$ cat src/rtl/adc_sample_framer.sv
// Left-channel sample framer: captures the s2p word when the ADC frame clock falls, buffers it in
// a small FIFO for a valid/ready consumer, and tracks a windowed peak magnitude.
module adc_sample_framer #(
  parameter int unsigned DEPTH  = 4,
  parameter int unsigned WINDOW = 256
) (
  input  logic        clk,
  input  logic        rst,
  input  logic        reclrc_i,
  input  logic [15:0] pin_i,
  input  logic        s_ready_i,
  output logic        s_valid_o,
  output logic [15:0] s_data_o,
  output logic        overflow_o,
  output logic [7:0]  drop_cnt_o,
  output logic [15:0] peak_o,
  output logic        peak_valid_o
);

  localparam int unsigned AW = (DEPTH > 1) ? $clog2(DEPTH) : 1;
  localparam int unsigned CW = AW + 1;
  localparam logic [CW-1:0] FullCnt = CW'(DEPTH);
  localparam logic [15:0]   WinLast = 16'(WINDOW - 1);

  logic          reclrc_q;
  logic          cap;
  logic [15:0]   mem_q [DEPTH];
  logic [AW-1:0] wr_ptr_q, wr_ptr_d;
  logic [AW-1:0] rd_ptr_q, rd_ptr_d;
  logic [CW-1:0] count_q, count_d;
  logic          overflow_q, overflow_d;
  logic [7:0]    drop_cnt_q, drop_cnt_d;
  logic [15:0]   runmax_q, runmax_d;
  logic [15:0]   win_cnt_q, win_cnt_d;
  logic [15:0]   peak_q, peak_d;
  logic          peak_valid_q, peak_valid_d;

  logic          full;
  logic          rd_en;
  logic          wr_en;
  logic          drop;
  logic [15:0]   mag;
  logic [15:0]   max_mag;

  // The s2p word is complete once the frame clock has fallen.
  assign cap   = reclrc_q & ~reclrc_i;
  assign full  = (count_q == FullCnt);
  assign rd_en = s_valid_o & s_ready_i;
  assign wr_en = cap & (~full | rd_en);
  assign drop  = cap & full & ~rd_en;

  assign s_valid_o    = (count_q != '0);
  assign s_data_o     = mem_q[rd_ptr_q];
  assign overflow_o   = overflow_q;
  assign drop_cnt_o   = drop_cnt_q;
  assign peak_o       = peak_q;
  assign peak_valid_o = peak_valid_q;

  // -32768 has no positive counterpart in 16 bits, so it saturates.
  always_comb begin
    if (pin_i == 16'h8000) begin
      mag = 16'h7FFF;
    end else if (pin_i[15]) begin
      mag = 16'h0000 - pin_i;
    end else begin
      mag = pin_i;
    end
    max_mag = (mag > runmax_q) ? mag : runmax_q;
  end

  always_comb begin
    wr_ptr_d     = wr_ptr_q;
    rd_ptr_d     = rd_ptr_q;
    count_d      = count_q;
    overflow_d   = overflow_q | drop;
    drop_cnt_d   = drop_cnt_q;
    runmax_d     = runmax_q;
    win_cnt_d    = win_cnt_q;
    peak_d       = peak_q;
    peak_valid_d = 1'b0;

    if (wr_en) wr_ptr_d = wr_ptr_q + AW'(1);
    if (rd_en) rd_ptr_d = rd_ptr_q + AW'(1);
    if (wr_en && !rd_en) begin
      count_d = count_q + CW'(1);
    end else if (!wr_en && rd_en) begin
      count_d = count_q - CW'(1);
    end

    if (drop && (drop_cnt_q != 8'hFF)) drop_cnt_d = drop_cnt_q + 8'd1;

    if (wr_en) begin
      if (win_cnt_q == WinLast) begin
        peak_d       = max_mag;
        peak_valid_d = 1'b1;
        runmax_d     = '0;
        win_cnt_d    = '0;
      end else begin
        runmax_d  = max_mag;
        win_cnt_d = win_cnt_q + 16'd1;
      end
    end
  end

  always_ff @(posedge clk or posedge rst) begin
    if (rst) begin
      reclrc_q     <= 1'b0;
      wr_ptr_q     <= '0;
      rd_ptr_q     <= '0;
      count_q      <= '0;
      overflow_q   <= 1'b0;
      drop_cnt_q   <= '0;
      runmax_q     <= '0;
      win_cnt_q    <= '0;
      peak_q       <= '0;
      peak_valid_q <= 1'b0;
    end else begin
      reclrc_q     <= reclrc_i;
      wr_ptr_q     <= wr_ptr_d;
      rd_ptr_q     <= rd_ptr_d;
      count_q      <= count_d;
      overflow_q   <= overflow_d;
      drop_cnt_q   <= drop_cnt_d;
      runmax_q     <= runmax_d;
      win_cnt_q    <= win_cnt_d;
      peak_q       <= peak_d;
      peak_valid_q <= peak_valid_d;
    end
  end

  // Storage is cleared on reset so s_data reads zero while the FIFO is empty after reset.
  always_ff @(posedge clk or posedge rst) begin
    if (rst) begin
      for (int i = 0; i < int'(DEPTH); i++) mem_q[i] <= '0;
    end else if (wr_en) begin
      mem_q[wr_ptr_q] <= pin_i;
    end
  end

endmodule

$ cat config.mk
export PLATFORM = sky130hd
export DESIGN_NAME = adc_sample_framer
export DESIGN_NICKNAME = d
export VERILOG_FILES = /design/src/rtl/adc_sample_framer.sv
export SDC_FILE = /design/constraint.sdc
export NUM_CORES = 1
export LEC_CHECK = 0
export BUFFER_PORTS_ARGS = -buffer_cell sky130_fd_sc_hd__buf_2
export CAP_MARGIN = 20
export CORE_MARGIN = 2
export CORE_UTILIZATION = 55
export CTS_CLUSTER_DIAMETER = 50
export CTS_CLUSTER_SIZE = 24
export DETAILED_ROUTE_END_ITERATION = 8
export PLACE_DENSITY = 0.75
export SYNTH_ARGS = -nofsm -noshare
export SYNTH_HDL_FRONTEND = slang
export SYNTH_SLANG_ARGS = --single-unit
$ cat constraint.sdc
create_clock -name clk -period 5.6 [get_ports clk]
set_clock_uncertainty 0.15 [all_clocks]
set_input_delay 0.84 -clock clk [delete_from_list [all_inputs] [get_ports clk]]
set_output_delay 0.84 -clock clk [all_outputs]
set_load 0.03 [all_outputs]
==> results_dict.tcl, run 1 <==
set metrics [dict create \
    p_leak_nw 3.511 \
    antennaDiodeCount 0 \
    reg2reg_slack_ns 2.63 \
    via_per_inst 5.721 \
    cts_tree "yes" \
    area_growth_pct 13.81 \
    avgRoutedWirePerCell_um 17.25 \
    fin_area_mm2 0.007515 \
    async_flop_share 1.000 \
    crit_arrival_ns 4.45 \
    drc 0 \
    portBuffers 62 \
    synthTopCellsByArea "dfrtp_1 49%, mux2_2 9.9%, mux4_2 5.5%, ha_1 4.5%, nand2_1 3.0%" \
    drtAntennaViolNets 0 \
    ys_ff_latch 130 \
    grtUsageTotal 0.2199 \
    design.core.area_mm2 0.01186 \
    num_rows 40 \
    clock-sinks 130 \
    reg2reg_to "runmax_q[3]" \
    slowest_stage "and2_1" \
    hold_viol 0 \
    post-dp-hpwl_um 9066 \
    cts_setup_buffers 0 \
    post_cts_resized 0 \
    syn_nets 590 \
    drt_iter0_markers 204 \
    crit_chain "buf_2, or4_4, o41ai_4, xor2_1, nand2_1, ha_1, nand4_1, a2111o_1, a31oi_2, and2_1, a22o_1" \
    firstDrtPassIters 4 \
    rsz0062_at_grt "no" \
    drv_cap 0 \
    slew_violations 0 \
    dpl-instance-area_mm2 0.006909 \
    cp-end-kind "flop" \
    finalSetupViolCount 0 \
    avgSynthCellArea_um2 12.11 \
    slowest_delay_ns 0.61 \
    routed_wl_um 13100 \
    synth_cells 545 \
    ys.flop_type "dfrtp_1" \
    ios 63 \
    period_share 0.7622 \
    worst_pin_slew_ns 0.9357 \
    nNetsFinal 646 \
    start_util 0.5566 \
    vias 4342 \
    drive_gt1_frac 0.2958 \
    utilization 0.6335 \
    startpoint_type "primary input" \
    overflow 0 \
    min_path_type "primary input to async pin" \
    grt_pass1_vias 4394 \
    p_per_area_mw_per_mm2 540.4 \
    die-area_mm2 0.01290 \
    synth_top_area_frac 0.4927 \
    r2r_cells 7 \
    path_clk_slew_ns 0.05 \
    yosys_warnings 0 \
    clockBufferDepth 2 \
    vdd_drop_max_mv 0.3549 \
    ctsHoldBuffers 0 \
    gp_congestion 0.8258 \
    antenna_found_initial 0 \
    root_buffer "clkbuf_16" \
    synth_edf_count 0 \
    critPathMaxFanout 16 \
    path_class "primary input to flop" \
    cts_max_level 4 \
    dieHeight_um 113.6 \
    synth_cell_types 55 \
    yosys.area.top_type "dfrtp_1" \
    grt_pass1_wl_um 21980 \
    cts_buffers 17 \
    clock_latency_ns 0.41 \
    slew_headroom 0.3762 \
    synth_area_mm2 0.006603 \
    grt_max_degree 81 \
    required_ns 5.79 \
    final.min_clock_period_ns 4.269 \
    fin_tns_setup_ns 0 \
    ys_seq_area_frac 0.4927 \
    outcome "finished clean" \
    max_freq_mhz 234.3 \
    fillers 910 \
    timing.rr.start "runmax_q[15]" \
    die_w_um 113.6 \
]
==> per-stage QoR <==
| step | instances | setup WS, ns | hold slack, ns | power, mW |
|---|---|---|---|---|
| 6_report | 759 | 1.331 | 0.1436 | 4.061 |
| 5_1_grt | 759 | 1.174 | 0.1344 | 4.295 |
| 4_1_cts | 758 | 1.383 | 0.3204 | 4.095 |
| 3_5_place_dp | 728 | 0.9430 | 0.3074 | 2.989 |
| 3_3_place_gp | 728 | 1.066 | 0.2930 | 2.897 |
| 2_1_floorplan | 545 | 1.141 | 0.2942 | 2.632 |
==> synthesized netlist by cell type (all sizes together) (4+ instances only) <==
cell type and count:
a21oi 10, a22o 17, buf 23, clkbuf 6, dfrtp 130, ha 24
inv 27, mux2 58, mux2i 18, mux4 16, nand2 58, nand2b 4
nand3 11, nand4 9, nor2 14, nor3 4, nor4 5, o21ai 37
or3 5, xnor2 18, xor2 13
==> kinds of logic (layout without fill, tap and decap cells) <==
| group | count (synthesis) | after routing | synth area share |
|---|---|---|---|
| AO/OA/AOI/OAI | 84 | 84 | 0.08925 |
| AND/OR/NAND/NOR | 127 | 127 | 0.09911 |
| multiplexers | 92 | 92 | 0.1808 |
| adder cells (fa/ha/maj) | 25 | 25 | 0.04851 |
| buffers and inverters | 56 | 123 | 0.04851 |
| XOR/XNOR | 31 | 31 | 0.04112 |
| flip-flops | 130 | 130 | 0.4927 |
==> report_power, final <==
| part | leakage, nW | internal [mW] | total (mW) | switching [mW] |
|---|---|---|---|---|
| registers | 1.64 | 1.27 | 1.50 | 0.229 |
| clock network | 0.277 | 0.717 | 1.09 | 0.370 |
| logic | 1.59 | 0.687 | 1.47 | 0.783 |
| total | 3.51 | 2.68 | 4.06 | 1.38 |
==> how the worst max path moves through the flow <==
stage | start | to | slack, ns | cells after the start
after floorplan | rst | count_q[0] | 1.14 | 1
after global placement | pin_i[2] | runmax_q[0] | 1.07 | 11
after detailed placement | pin_i[2] | runmax_q[12] | 0.94 | 11
after CTS | pin_i[2] | runmax_q[3] | 1.38 | 11
after global routing | pin_i[0] | runmax_q[2] | 1.17 | 13
final | pin_i[2] | runmax_q[3] | 1.33 | 11
==> state kept, by name, summed over array words and instances, names as in the netlist <==
name and flops:
rd_ptr_q 2, wr_ptr_q 2, peak_o 16, peak_valid_o 1, win_cnt_q 16, runmax_q 16, mem_q 64, drop_cnt_o 8
count_q 3, reclrc_q 1, overflow_o 1
==> metal layers <==
| layer | global-route usage | routed length [um] | vias to the layer above |
|---|---|---|---|
| met4 | 0.07154 | 127 | 0 |
| met3 | 0.06908 | 534 | 13 |
| met5 | 0 | 0 | - |
| li1 | - | - | 2069 |
| met2 | 0.3501 | 6498 | 98 |
| met1 | 0.2905 | 5934 | 2162 |
==> layout make-up <==
type | instances | area, um2 | share of cell area
Sequential cell | 130 | 3253 | 0.4329
Timing Repair Buffer | 66 | 360.3 | 0.04795
Inverter | 27 | 103.9 | 0.01382
Tap cell | 147 | 183.9 | 0.02448
Clock buffer | 25 | 475.5 | 0.06327
Clock inverter | 5 | 102.6 | 0.01365
Multi-Input combinational cell | 359 | 3035 | 0.4039
==> cell usage in the layout (no fill, tap or decap), drive strengths merged, types with 2 or more instances in the layout <==
cell type	synthesis	layout
nor2b	2	2
ha	24	24
nand3	11	11
inv	27	27
a211oi	2	2
buf	23	66
mux2	58	58
nand4	9	9
xnor2	18	18
o41ai	3	3
or4	2	2
clkbuf	6	25
nor2	14	14
o21a	2	2
o31ai	3	3
mux2i	18	18
bufinv	0	3
or3	5	5
a22o	17	17
and2	2	2
and3	3	3
nor3	4	4
and4	2	2
a21oi	10	10
mux4	16	16
o21ai	37	37
dfrtp	130	130
a31oi	2	2
xor2	13	13
nor4	5	5
o211ai	3	3
nand2	58	58
or2	3	3
nand2b	4	4
==> critical path: cells and delay by family <==
| family | cells | cell delay [ns] |
|---|---|---|
| adders and majority gates | 1 | 0.32 |
| AOI/OAI and AO/OA | 4 | 1.46 |
| xor gates and xnor gates | 1 | 0.19 |
| and+or+nand+nor | 4 | 1.45 |
| buffers and inverters | 1 | 0.17 |
Note: power is estimated with default switching activity, not from simulation.
==> run 2: changes to the inputs <==
==> constraint.sdc (replaced) <==
create_clock -name clk -period 4.2 [get_ports clk]
set_clock_uncertainty 0.15 [all_clocks]
set_input_delay 0.63 -clock clk [delete_from_list [all_inputs] [get_ports clk]]
set_output_delay 0.63 -clock clk [all_outputs]
set_load 0.03 [all_outputs]
==> run 2 against run 1 <==
Compared with the run above: total power up 34%; final cell count up 1.1%; design area grew 0.73%; wire length rose by 1.6%; core utilization increased by 0.46 points; clock power up 35%; critical path depth is 1 higher; non-clock buffer count grew 5; combinational power up 33%; first-iteration DRC count down 10%; die area is the same; register-to-register slack worse by 1.0 ns; critical endpoint is now peak_o[12]; largest cell class unchanged.
==> results_dict.tcl, run 2 (synthesized netlist as in run 1, its figures left out) <==
set metrics [dict create \
    outcome "finished clean" \
    start_util 0.5566 \
    fillers 893 \
    critPathBufInv 2 \
    antenna_found_initial 1 \
    drtAntennaViolNets 0 \
    max_freq_mhz 271.7 \
    routed_wl_um 13310 \
    crit_chain "buf_2, or4_4, o41ai_4, xor2_1, nand2_1, ha_1, nand4_1, a2111o_1, a31oi_2, buf_4, mux2i_1, o21ai_0" \
    via_per_inst 5.687 \
    power_switching_mw 1.896 \
    met3_usage 0.04729 \
    die-area_mm2 0.01290 \
    ctsHoldBuffers 0 \
    place_ws_ns 0.1399 \
    p_seq_frac 0.369 \
    path_class "primary input to flop" \
    cts_tree "yes" \
    intPower_mw 3.536 \
    use_met2 0.3585 \
    power_mw 5.432 \
    grt_busiest_layer "met2" \
    grtUsageTotal 0.2268 \
    p_leak_nw 3.528 \
    root_buffer "clkbuf_16" \
    slowest_delay_ns 0.60 \
    setup_ws_ns 0.5198 \
    dieHeight_um 113.6 \
    nNetsFinal 651 \
    final_common_cell "dfrtp_1" \
    ios 63 \
    met1_usage 0.3029 \
    combPwrFrac 0.360 \
    vias 4362 \
    slew_violations 0 \
    clockBufferDepth 2 \
    drive_gt1_frac 0.3118 \
    crit_arrival_ns 3.82 \
    vdd_drop_max_mv 0.5724 \
    design.core.area_mm2 0.01186 \
    gp_congestion 0.8782 \
    largest_reg_flops 64 \
    portBuffers 62 \
    firstDrtPassIters 4 \
    swShare 0.3491 \
    required_ns 4.34 \
    largest-register "mem_q" \
    clock-sinks 130 \
    clock_latency_ns 0.42 \
    avgRoutedWirePerCell_um 17.35 \
    fin_tns_setup_ns 0 \
    hold_viol 0 \
    power_frac_clock 0.271 \
    grt_max_degree 72 \
    startpoint_type "primary input" \
    cp-end-kind "flop" \
    path_clk_slew_ns 0.06 \
    rsz0062_at_grt "no" \
    worst_pin_slew_ns 0.9091 \
    p_per_area_mw_per_mm2 717.6 \
    cts_buffers 17 \
    min_path_type "primary input to async pin" \
    drt_iter0_markers 183 \
    overflow 0 \
    period_share 0.8762 \
    slew_headroom 0.3939 \
    post_cts_resized 0 \
    cts_setup_buffers 0 \
    final.min_clock_period_ns 3.680 \
    finalSetupViolCount 0 \
    area_growth_pct 14.65 \
    slowest_stage "or4_4" \
    grt_pass1_wl_um 22540 \
    drv_cap 0 \
    critPathMaxFanout 16 \
    grt_pass1_vias 4432 \
    cts_max_level 4 \
    layout.cells.most_common_list "130 x dfrtp_1, 62 x buf_2, 58 x mux2_2" \
    post-dp-hpwl_um 9118 \
    num_rows 40 \
    drc 0 \
    die_w_um 113.6 \
    critPathTopFamily "compound AO/OA/AOI/OAI gates" \
]
==> run 2: cell count changes in the layout (fill, tap and decap cells not counted) <==
cell        delta
clkinv_4       +2
buf_16         -1
clkinvlp_4     +5
bufinv_16      -1
clkbuf_8       +1
buf_12         +1
inv_6          +1
inv_4          -1
diode_2        +1
buf_4          +5
clkbuf_1       -5
==> run 2: cell type report <==
type                    instances  area (um2)  share of cell area
well taps                     147       183.9             0.02430
multi-input cells             359        3035              0.4010
clock inverters                11       128.9             0.01702
clock buffers                  21       470.5             0.06215
repair buffers                 71       390.4             0.05157
flip-flops and latches        130        3253              0.4298
inverters                      27       105.1             0.01388
diodes                          1       2.502           0.0003306
==> run 2: final timing paths <==
check | startpoint | endpoint | slack (ns) | depth (start not counted)
min reg2reg | overflow_o | overflow_o | 0.31 | 1
min | rst | drop_cnt_o[6] | 0.12 | 2
max | pin_i[2] | peak_o[12] | 0.52 | 12
min in group clk | reclrc_i | reclrc_q | 0.18 | 1
max reg2reg | count_q[0] | count_q[1] | 1.60 | 7
max in group asynchronous | rst | peak_o[6] | 2.93 | 3
==> run 2: power by group through the flow <==
stage	sequential [mW]	combinational, mW	clock (mW)
2_1_floorplan	1.92	1.59	0
3_3_place_gp	1.97	1.90	0
3_5_place_dp	2.01	1.96	0
4_1_cts	2.00	1.98	1.50
5_1_grt	2.06	2.12	1.56
6_report	2.00	1.96	1.47
==> run 2: per-stage QoR <==
step / hold WS, ns / utilization / std cells / cell area [um2]
CTS: 0.1270 / 0.6380 / 766 / 7567
floorplan: 0.2942 / - / 545 / 6606
global route: 0.1566 / 0.6382 / 767 / 7570
detailed placement: 0.2970 / 0.5874 / 734 / 6968
finish: 0.1195 / 0.6382 / 767 / 7570
global placement: 0.2964 / 0.5874 / 734 / 6968
==> run 2: metal layers <==
layer / up-vias / share of wire
met5: - / 0
met4: 0 / 0.023
met3: 21 / 0.039
met2: 88 / 0.48
met1: 2178 / 0.45
li1: 2075 / -
==> run 2: worst reg2reg max path: cells and delay by family, from the launching register on <==
kind	cells	cell delay (ns)
adder cells (fa/ha/maj)	2	0.65
buffers and inverters	2	0.23
flip-flops	1	0.44
multiplexers	1	0.27
AND/OR/NAND/NOR	2	0.75
